### config.mk
export PLATFORM = sky130hd
export DESIGN_NAME = irq_arbiter_flat
export DESIGN_NICKNAME = d
export VERILOG_FILES = /design/src/rtl/irq_arbiter_if.sv /design/src/rtl/irq_arbiter.sv /design/src/flat_wrapper.sv
export SDC_FILE = /design/constraint.sdc
export NUM_CORES = 1
export LEC_CHECK = 0
export ABC_AREA = 1
export BUFFER_PORTS_ARGS = -buffer_cell sky130_fd_sc_hd__clkbuf_2
export CORE_MARGIN = 5
export CORE_UTILIZATION = 40
export CTS_CLUSTER_DIAMETER = 80
export CTS_CLUSTER_SIZE = 10
export DETAILED_ROUTE_END_ITERATION = 7
export PLACE_DENSITY_LB_ADDON = 0.1
export SETUP_SLACK_MARGIN = 0.02
export SLEW_MARGIN = 40
export SYNTH_ARGS = -nofsm -noshare
export SYNTH_HDL_FRONTEND = slang
export SYNTH_SLANG_ARGS = --single-unit
export TNS_END_PERCENT = 5
### constraint.sdc
create_clock -name clk -period 4 [get_ports clk]
set_input_delay 0.4 -clock clk [delete_from_list [all_inputs] [get_ports clk]]
set_output_delay 0.4 -clock clk [all_outputs]
set_load 0.03 [all_outputs]
### src/rtl/irq_arbiter_if.sv
// irq_arbiter_if: MMIO bus and CP0 handshake between the bridge/CPU and the
// interrupt arbiter.
//   we       bridge write strobe
//   addr     byte address within the block; [4:2] selects the register
//   wdata    write data
//   rdata    combinational read data from the arbiter
//   cp0_req  CP0 Req, high the cycle the CPU takes an exception/interrupt
//   hwint    registered one-hot (or zero) interrupt request to CP0 HWInt
interface irq_arbiter_if #(
    parameter int N_SRC = 6
);
    logic             we;
    logic [4:0]       addr;
    logic [31:0]      wdata;
    logic [31:0]      rdata;
    logic             cp0_req;
    logic [N_SRC-1:0] hwint;

    modport master (
        output we, addr, wdata, cp0_req,
        input  rdata, hwint
    );

    modport slave (
        input  we, addr, wdata, cp0_req,
        output rdata, hwint
    );
endinterface

### src/rtl/irq_arbiter.sv
// irq_arbiter: interrupt controller between peripherals and CP0.
// Synchronises raw irq lines, latches them as pending (edge or level per
// source), picks the lowest-index eligible source, drives it one-hot on
// HWInt and holds it through service until the handler writes EOI.
//   clk     system clock
//   reset   asynchronous, active-high reset
//   irq_in  raw interrupt lines, asynchronous to clk
//   bus     MMIO access (we/addr/wdata/rdata) and CP0 handshake
//           (cp0_req in, hwint out)
// Registers (addr[4:2]): 0 MASK rw, 1 MODE rw (1=edge), 2 PEND r/W1C,
// 3 STATUS r ([9:8] state, [7] active_valid, [2:0] active_id), 4 EOI w.
module irq_arbiter #(
    parameter int N_SRC       = 6,
    parameter int SYNC_STAGES = 2
) (
    input  logic             clk,
    input  logic             reset,
    input  logic [N_SRC-1:0] irq_in,
    irq_arbiter_if.slave     bus
);

    localparam logic [1:0] ST_IDLE    = 2'd0;
    localparam logic [1:0] ST_ASSERT  = 2'd1;
    localparam logic [1:0] ST_SERVICE = 2'd2;

    localparam logic [2:0] REG_MASK   = 3'd0;
    localparam logic [2:0] REG_MODE   = 3'd1;
    localparam logic [2:0] REG_PEND   = 3'd2;
    localparam logic [2:0] REG_STATUS = 3'd3;
    localparam logic [2:0] REG_EOI    = 3'd4;

    logic [N_SRC-1:0] sync_q [SYNC_STAGES];
    logic [N_SRC-1:0] irq_s;
    logic [N_SRC-1:0] irq_d;
    logic [N_SRC-1:0] rise;

    logic [N_SRC-1:0] mask;
    logic [N_SRC-1:0] mode;
    logic [N_SRC-1:0] pend;
    logic [N_SRC-1:0] pend_nxt;
    logic [N_SRC-1:0] pend_clr;
    logic [N_SRC-1:0] eligible;
    logic [7:0]       eligible_w;

    logic [1:0]       state;
    logic [2:0]       active_id;
    logic [N_SRC-1:0] hwint_q;

    logic [2:0]       winner;
    logic             any_eligible;

    logic [2:0]       reg_sel;
    logic             wr_mask;
    logic             wr_mode;
    logic             wr_pend;
    logic             eoi_fire;
    logic [31:0]      rdata_c;

    logic             unused_bits;

    assign unused_bits = ^{bus.addr[1:0], bus.wdata[31:N_SRC]};

    // ------------------------------------------------------------------
    // Synchroniser and edge detect
    // ------------------------------------------------------------------
    always_ff @(posedge clk or posedge reset) begin
        if (reset) begin
            for (int unsigned i = 0; i < SYNC_STAGES; i++) begin
                sync_q[i] <= '0;
            end
            irq_d <= '0;
        end else begin
            sync_q[0] <= irq_in;
            for (int unsigned i = 1; i < SYNC_STAGES; i++) begin
                sync_q[i] <= sync_q[i-1];
            end
            irq_d <= irq_s;
        end
    end

    assign irq_s = sync_q[SYNC_STAGES-1];
    assign rise  = irq_s & ~irq_d;

    // ------------------------------------------------------------------
    // MMIO decode
    // ------------------------------------------------------------------
    assign reg_sel  = bus.addr[4:2];
    assign wr_mask  = bus.we && (reg_sel == REG_MASK);
    assign wr_mode  = bus.we && (reg_sel == REG_MODE);
    assign wr_pend  = bus.we && (reg_sel == REG_PEND);
    // EOI only acts while a source is in service.
    assign eoi_fire = bus.we && (reg_sel == REG_EOI) && (state == ST_SERVICE);

    always_comb begin
        rdata_c = '0;
        case (reg_sel)
            REG_MASK:   rdata_c = 32'(mask);
            REG_MODE:   rdata_c = 32'(mode);
            REG_PEND:   rdata_c = 32'(pend);
            REG_STATUS: rdata_c = {22'd0, state, (state != ST_IDLE), 4'd0, active_id};
            default:    rdata_c = '0;
        endcase
    end

    assign bus.rdata = rdata_c;
    assign bus.hwint = hwint_q;

    always_ff @(posedge clk or posedge reset) begin
        if (reset) begin
            mask <= '0;
            mode <= '0;
        end else begin
            if (wr_mask) mask <= bus.wdata[N_SRC-1:0];
            if (wr_mode) mode <= bus.wdata[N_SRC-1:0];
        end
    end

    // ------------------------------------------------------------------
    // Pending latch: level sources track irq_s; edge sources set on rise
    // and clear on W1C or EOI of the active id, with set winning.
    // ------------------------------------------------------------------
    always_comb begin
        pend_clr = wr_pend ? bus.wdata[N_SRC-1:0] : '0;
        for (int unsigned i = 0; i < N_SRC; i++) begin
            if (eoi_fire && (active_id == 3'(i))) begin
                pend_clr[i] = 1'b1;
            end
        end
    end

    always_comb begin
        pend_nxt = '0;
        for (int unsigned i = 0; i < N_SRC; i++) begin
            if (mode[i]) begin
                pend_nxt[i] = rise[i] | (pend[i] & ~pend_clr[i]);
            end else begin
                pend_nxt[i] = irq_s[i];
            end
        end
    end

    always_ff @(posedge clk or posedge reset) begin
        if (reset) begin
            pend <= '0;
        end else begin
            pend <= pend_nxt;
        end
    end

    // ------------------------------------------------------------------
    // Fixed-priority selection, index 0 highest
    // ------------------------------------------------------------------
    assign eligible     = pend & mask;
    assign any_eligible = |eligible;
    // Widened so active_id can index it for any legal N_SRC.
    assign eligible_w   = 8'(eligible);

    always_comb begin
        winner = '0;
        for (int i = N_SRC - 1; i >= 0; i--) begin
            if (eligible[i]) begin
                winner = 3'(i);
            end
        end
    end

    // ------------------------------------------------------------------
    // Control FSM
    // ------------------------------------------------------------------
    always_ff @(posedge clk or posedge reset) begin
        if (reset) begin
            state     <= ST_IDLE;
            active_id <= '0;
            hwint_q   <= '0;
        end else begin
            case (state)
                ST_IDLE: begin
                    if (any_eligible) begin
                        active_id <= winner;
                        hwint_q   <= N_SRC'(1) << winner;
                        state     <= ST_ASSERT;
                    end
                end
                ST_ASSERT: begin
                    if (bus.cp0_req) begin
                        hwint_q <= '0;
                        state   <= ST_SERVICE;
                    end else if (!eligible_w[active_id]) begin
                        hwint_q <= '0;
                        state   <= ST_IDLE;
                    end
                end
                ST_SERVICE: begin
                    hwint_q <= '0;
                    if (eoi_fire) begin
                        state <= ST_IDLE;
                    end
                end
                default: begin
                    hwint_q <= '0;
                    state   <= ST_IDLE;
                end
            endcase
        end
    end

endmodule

### src/flat_wrapper.sv
// flat-port wrapper written by rule: the top's interface ports become plain ports
module irq_arbiter_flat 
#(
    parameter int N_SRC       = 6,
    parameter int SYNC_STAGES = 2
)
  (clk, reset, irq_in, bus_we, bus_addr, bus_wdata, bus_cp0_req, bus_rdata, bus_hwint);
  irq_arbiter_if #(.N_SRC(N_SRC)) bus_i ();
  input  logic clk;
  input  logic reset;
  input  logic [N_SRC-1:0] irq_in;
  input wire logic [$bits(bus_i.we)-1:0] bus_we;
  input wire logic [$bits(bus_i.addr)-1:0] bus_addr;
  input wire logic [$bits(bus_i.wdata)-1:0] bus_wdata;
  input wire logic [$bits(bus_i.cp0_req)-1:0] bus_cp0_req;
  output wire logic [$bits(bus_i.rdata)-1:0] bus_rdata;
  output wire logic [$bits(bus_i.hwint)-1:0] bus_hwint;
  assign bus_i.we = bus_we;
  assign bus_i.addr = bus_addr;
  assign bus_i.wdata = bus_wdata;
  assign bus_i.cp0_req = bus_cp0_req;
  assign bus_rdata = bus_i.rdata;
  assign bus_hwint = bus_i.hwint;
  irq_arbiter #(.N_SRC(N_SRC), .SYNC_STAGES(SYNC_STAGES)) u_core (.clk(clk), .reset(reset), .irq_in(irq_in), .bus(bus_i));
endmodule
# Word-level counts from Yosys, hierarchy flattened
# Index checks and enable logic that the tools add are counted.
dict set report totals {
  out_inout_bits 38
  ff_bits 47
  input_bits 47
  elab_cells 96
}
dict set report classes {
  eq_ne 14
  n_reduce_logical 19
  bitwise_logic 21
  muxes 31
  shift 1
  n_lt_le_gt_ge 1
}
# operator count
set op_table {}
lappend op_table {{$pmux 10 s4} 1}
lappend op_table {{$mux 6} 4}
lappend op_table {{$mux 3} 6}
lappend op_table {{$mux 1} 13}
lappend op_table {{$and 6x6->6} 2}
lappend op_table {{$eq 3x2->1 const B} 4}
lappend op_table {{$pmux 6 s2} 1}
lappend op_table {{$logic_and 1x1->1} 11}
lappend op_table {{$eq 3x3->1 const B} 3}
lappend op_table {{$mux 2} 4}
lappend op_table {{$and 1x1->1} 6}
lappend op_table {{$eq 3x1->1 const B} 2}
lappend op_table {{$logic_not 3->1} 2}
lappend op_table {{$not 1->1} 6}
lappend op_table {{$not 6->6} 1}
lappend op_table {{$or 1x1->1} 6}
lappend op_table {{$pmux 2 s3} 1}
lappend op_table {{$reduce_or 6->1} 1}
lappend op_table {{$shl 1x3->6 const A} 1}
lappend op_table {{$lt 3x4->1 const B} 1}
lappend op_table {{$ne 2x1->1 const B} 2}
lappend op_table {{$reduce_and 2->1} 2}
lappend op_table {{$bmux 1 s3} 1}
lappend op_table {{$ne 3x3->1 const B} 1}
lappend op_table {{5 further kinds} 5}

# Depth between registers and ports, before layout
dict set report logic_depth {
  depth_word 10
  ltp_mapped 10
  mapped_depth_nobuf 10
}

# Worst setup path after synthesis
# No wires, ideal clock.
dict set report synth_timing {
  path_kind {input-to-output}
  from {input bus_addr[4]}
  to {output bus_rdata[0]}
  required_time_ns 3.600
  n_path_buf 0
  stages 3
  path_slack_ns 2.423
  arrival_time_ns 1.177
  cell_sequence {inv_2 nand3_1 o2111ai_1}
}
dict set report synth_via {
  elab_chain_len 2
  elab_cells_between_ends 5
}
# item line_no
set synth_rtl {}
lappend synth_rtl {{from (decl)} flat_wrapper.sv:13} ;# input wire logic [$bits(bus_i.addr)-1:0] bus_addr;
lappend synth_rtl {{$eq 3x2->1, or another cell as far along} irq_arbiter.sv:96} ;# case (reg_sel)
lappend synth_rtl {{$pmux 10 s4 (*)} irq_arbiter.sv:96}
lappend synth_rtl {{to (decl)} flat_wrapper.sv:16} ;# output wire logic [$bits(bus_i.rdata)-1:0] bus_rdata;
# Every way passes the cells marked *; elsewhere a longest branch is shown, timed or not.

# Final worst setup path
# Same ends and word-level chain as after synthesis.

==> metrics.txt <==
# TYPE chip_impl_metric gauge
chip_impl_info{name="outcome",value="completed"} 1
chip_impl_metric{name="wire_length_of_the_first_global_routing_pass",unit="microns"} 7362
chip_impl_metric{name="remaining_overflow_grt",unit=""} 0
chip_impl_metric{name="core_area",unit="sq mm"} 0.005540
chip_impl_metric{name="final_period_minus_worst_setup_slack",unit="ns"} 1.822
chip_impl_metric{name="worst_path_buffer_plus_inverter_count",unit=""} 3
chip_impl_metric{name="post-cts-setup-buffer-count",unit=""} 0
chip_impl_metric{name="register_area_share_after_synthesis",unit="%"} 51.25
chip_impl_metric{name="drt-total-wl",unit="microns"} 4536
chip_impl_metric{name="leakage_power_summed_over_all_cells",unit="uW"} 0.001369
chip_impl_metric{name="clock_insertion_delay_worst_skew",unit="ns"} 0.30
chip_impl_info{name="most_used_cell_cp",value="sky130_fd_sc_hd__clkbuf_2"} 1
chip_impl_metric{name="clock-skew-final",unit="ns"} 0.004034
chip_impl_metric{name="routed-via-count",unit=""} 1706
chip_impl_metric{name="drt_pass1_iterations",unit=""} 4
chip_impl_metric{name="timing.final.ws_setup",unit="ns"} 2.178
chip_impl_metric{name="detailed_route_drc_error_count",unit=""} 0
chip_impl_metric{name="vdd_ir_drop_max",unit="uV"} 285.7
chip_impl_metric{name="timing.critical_path.arrival",unit="ns"} 1.42
chip_impl_info{name="endpoint_kind",value="output pin"} 1
chip_impl_metric{name="synth_seq_cells",unit=""} 47
chip_impl_metric{name="dpl_worst_slack",unit="ns"} 2.157
chip_impl_metric{name="post_cts.resized_instances",unit=""} 0
chip_impl_metric{name="synth.cell_area",unit="sq mm"} 0.002295
chip_impl_info{name="cp_cell_sequence",value="clkbuf_2 -> inv_2 -> nand3_1 -> o2111ai_1 -> clkbuf_2"} 1
chip_impl_info{name="synth.top_cells.by_area",value="sky130_fd_sc_hd__dfrtp_1 51%, sky130_fd_sc_hd__nand2_1 16%, sky130_fd_sc_hd__buf_4 7.5%"} 1
chip_impl_info{name="cts_tree",value="built"} 1
chip_impl_metric{name="final_max_slew_viol_count",unit=""} 0
chip_impl_metric{name="layout-drive-gt1-share",unit="%"} 22.40
chip_impl_metric{name="synth.distinct_cells",unit=""} 27
chip_impl_info{name="min-delay-path-class",value="input port to async pin"} 1
chip_impl_metric{name="final.setup.tns",unit="ns"} 0
chip_impl_metric{name="max_stage_delay",unit="ns"} 0.32
chip_impl_metric{name="grt_max_degree",unit=""} 48
chip_impl_metric{name="layout-area-overhead-vs-synth",unit="%"} 12.00
chip_impl_metric{name="setup_viol_count_final",unit=""} 0
chip_impl_metric{name="dieHeight",unit="microns"} 85.74
chip_impl_info{name="worst-setup-path-type",value="input port to output pin"} 1
chip_impl_metric{name="numCtsBuffers",unit=""} 5
chip_impl_metric{name="fp-row-count",unit=""} 27
chip_impl_metric{name="htreeDepth",unit=""} 2
chip_impl_metric{name="gp_weighted_congestion",unit=""} 0.7905
chip_impl_metric{name="wl_per_cell",unit="microns"} 11.94
chip_impl_metric{name="drt.antenna.violating_nets",unit=""} 0
chip_impl_info{name="rsz0062_at_grt",value="no"} 1
chip_impl_metric{name="max_slew.worst_pin.slew",unit="ns"} 0.5831
chip_impl_metric{name="grt_pass1_vias",unit=""} 1546
chip_impl_metric{name="hpwl",unit="microns"} 3435
chip_impl_metric{name="viasPerCell",unit=""} 4.489
chip_impl_metric{name="post-synth-top-area-fraction",unit="%"} 51.25
chip_impl_metric{name="finalNetCount",unit=""} 354
chip_impl_metric{name="synth.yosys.warnings",unit=""} 0
chip_impl_info{name="netlist.top_cell.by_area",value="sky130_fd_sc_hd__dfrtp_1"} 1
chip_impl_metric{name="synth_cells",unit=""} 270
chip_impl_metric{name="grt_util_all_layers",unit="%"} 12.87
chip_impl_metric{name="critPathRequiredTime",unit="ns"} 3.60
chip_impl_metric{name="antenna_cells",unit=""} 0
chip_impl_metric{name="die_area",unit="sq mm"} 0.007351
chip_impl_metric{name="final_min_period_over_clock_period",unit="%"} 45.54
chip_impl_metric{name="max_clock_freq",unit="MHz"} 549.0
chip_impl_metric{name="numPortBuffers",unit=""} 33
chip_impl_metric{name="die_w",unit="microns"} 85.74
chip_impl_metric{name="hold_viol_final",unit=""} 0
chip_impl_metric{name="cts_max_path_buffers",unit=""} 2
chip_impl_metric{name="clkTransAtPathRegs",unit="ns"} 0.08
chip_impl_info{name="crit_path_top_delay_cell",value="sky130_fd_sc_hd__o2111ai_1"} 1
chip_impl_metric{name="antenna_found_initial",unit=""} 0
chip_impl_metric{name="boundary_pin_count",unit=""} 85
chip_impl_metric{name="crit_fanout",unit=""} 6
chip_impl_metric{name="hold_buffers",unit=""} 0
chip_impl_info{name="critical_path_launch_point_type",value="input port"} 1
chip_impl_metric{name="max_cap_viols",unit=""} 0
chip_impl_metric{name="syn_area_per_cell",unit="sq um"} 8.499
chip_impl_info{name="timing.critical_path.max_delay_family",value="buffers and inverters"} 1
chip_impl_metric{name="tightest_slew_margin_relative_to_the_limit",unit="%"} 61.12
chip_impl_metric{name="power_per_cell_area",unit="mW/mm^2"} 563.4
chip_impl_metric{name="clock-sinks",unit=""} 47
chip_impl_metric{name="dr.first_iter.drc_count",unit=""} 101
chip_impl_metric{name="starting_density_of_the_core",unit="%"} 41.42
chip_impl_info{name="ctsRootBufferMaster",value="sky130_fd_sc_hd__clkbuf_8"} 1
==> report_power, final <==
part	switching, uW	internal, uW
clock	157	202
combinational	317	141
sequential	77.4	553
total	551	897
==> flip-flops by register name, summed over array words and instances (netlist names) <==
signal and flops:
u_core.sync_q 6, u_core.mask 6, u_core.pend 6, u_core.state 2, u_core.irq_s 6, u_core.mode 6
u_core.irq_d 6, u_core.active_id 3, u_core.bus.hwint 6
==> layout make-up <==
type                            count  area, sq um
Clock buffer                        6        82.58
Clock inverter                      2        35.03
Tap cell                           72        90.09
Multi-Input combinational cell    192        910.9
Fill cell                         573         2970
Timing Repair Buffer               33        165.2
Inverter                           28        110.1
Sequential cell                    47         1176
==> kinds of logic (layout without fill, tap and decap cells) <==
family | Yosys count | in the layout | synth area share [%]
other | 1 | 23 | 0.1634
buffers and inverters | 53 | 69 | 12.65
AO/OA/AOI/OAI | 25 | 25 | 6.434
flip-flops | 47 | 47 | 51.25
AND/OR/NAND/NOR | 144 | 144 | 29.50
==> final timing paths <==
check	from	endpoint	slack, ns	cells past startpoint
max in group asynchronous	reset	u_core.mask[5]$_DFFE_PP0P_	3.45	2
worst min-delay path	reset	u_core.sync_q[8]$_DFF_PP0_	0.15	2
min in group clk	irq_in[0]	u_core.sync_q[6]$_DFF_PP0_	0.20	1
worst max-delay path	bus_addr[4]	bus_rdata[0]	2.18	5
worst min register to register	u_core.sync_q[6]$_DFF_PP0_	u_core.irq_s[0]$_DFF_PP0_	0.36	0
worst max register to register	u_core.mask[3]$_DFFE_PP0P_	u_core.bus.hwint[5]$_DFFE_PP0P_	2.69	7
==> routing by layer <==
layer,up-vias,GRT usage [%],part of all wire [%]
met5,-,0,0
met4,0,3.885,1.4
met3,6,3.842,7.1
met2,49,19.70,45
met1,769,17.62,46
li1,882,-,-
==> cell usage in the layout (no fill, tap or decap), types with 2 or more instances in the layout <==
master and n:
sky130_fd_sc_hd__clkbuf_2 33, sky130_fd_sc_hd__clkbuf_8 6, sky130_fd_sc_hd__conb_1 23, sky130_fd_sc_hd__dfrtp_1 47, sky130_fd_sc_hd__inv_1 16, sky130_fd_sc_hd__inv_2 10, sky130_fd_sc_hd__inv_4 2, sky130_fd_sc_hd__nand2_1 95
sky130_fd_sc_hd__nand2_4 4, sky130_fd_sc_hd__nand3_1 17, sky130_fd_sc_hd__nand4_1 3, sky130_fd_sc_hd__nor2_1 11, sky130_fd_sc_hd__nor2_2 4, sky130_fd_sc_hd__nor2_4 2, sky130_fd_sc_hd__nor3_1 3, sky130_fd_sc_hd__o2111ai_1 3
sky130_fd_sc_hd__o21ai_1 17
==> cells in the mapped netlist <==
library cell / instances
sky130_fd_sc_hd__nand3b_1: 1
sky130_fd_sc_hd__nand2_1: 95
sky130_fd_sc_hd__inv_4: 1
sky130_fd_sc_hd__a21oi_1: 1
sky130_fd_sc_hd__nand2_8: 1
sky130_fd_sc_hd__nand3_1: 17
sky130_fd_sc_hd__inv_1: 17
sky130_fd_sc_hd__nor2_2: 4
sky130_fd_sc_hd__dfrtp_1: 47
sky130_fd_sc_hd__nand2_4: 4
sky130_fd_sc_hd__nor3_1: 3
sky130_fd_sc_hd__conb_1: 1
sky130_fd_sc_hd__o2111ai_1: 3
sky130_fd_sc_hd__o21ai_2: 1
sky130_fd_sc_hd__nand3_4: 1
sky130_fd_sc_hd__buf_2: 2
sky130_fd_sc_hd__buf_4: 23
sky130_fd_sc_hd__nand4_1: 3
sky130_fd_sc_hd__nand4_2: 1
sky130_fd_sc_hd__nor2_1: 11
sky130_fd_sc_hd__a21oi_2: 1
sky130_fd_sc_hd__o21ai_1: 17
sky130_fd_sc_hd__o22ai_1: 1
sky130_fd_sc_hd__nor2_4: 2
sky130_fd_sc_hd__o21bai_1: 1
sky130_fd_sc_hd__nand3_2: 1
sky130_fd_sc_hd__inv_2: 10
==> stage by stage <==
| step | hold slack (ns) | total power [uW] | area, sq um | util, % | instances |
|---|---|---|---|---|---|
| after floorplan | 0.3312 | 1014 | 2377 | - | 292 |
| after global placement | 0.3322 | 1099 | 2450 | 44.22 | 372 |
| after detailed placement | 0.3371 | 1103 | 2452 | 44.26 | 372 |
| after CTS | 0.1749 | 1465 | 2570 | 46.39 | 380 |
| after global routing | 0.1836 | 1554 | 2570 | 46.39 | 380 |
| final | 0.1549 | 1448 | 2570 | 46.39 | 380 |
No activity file was read; power rests on OpenSTA's default activity.
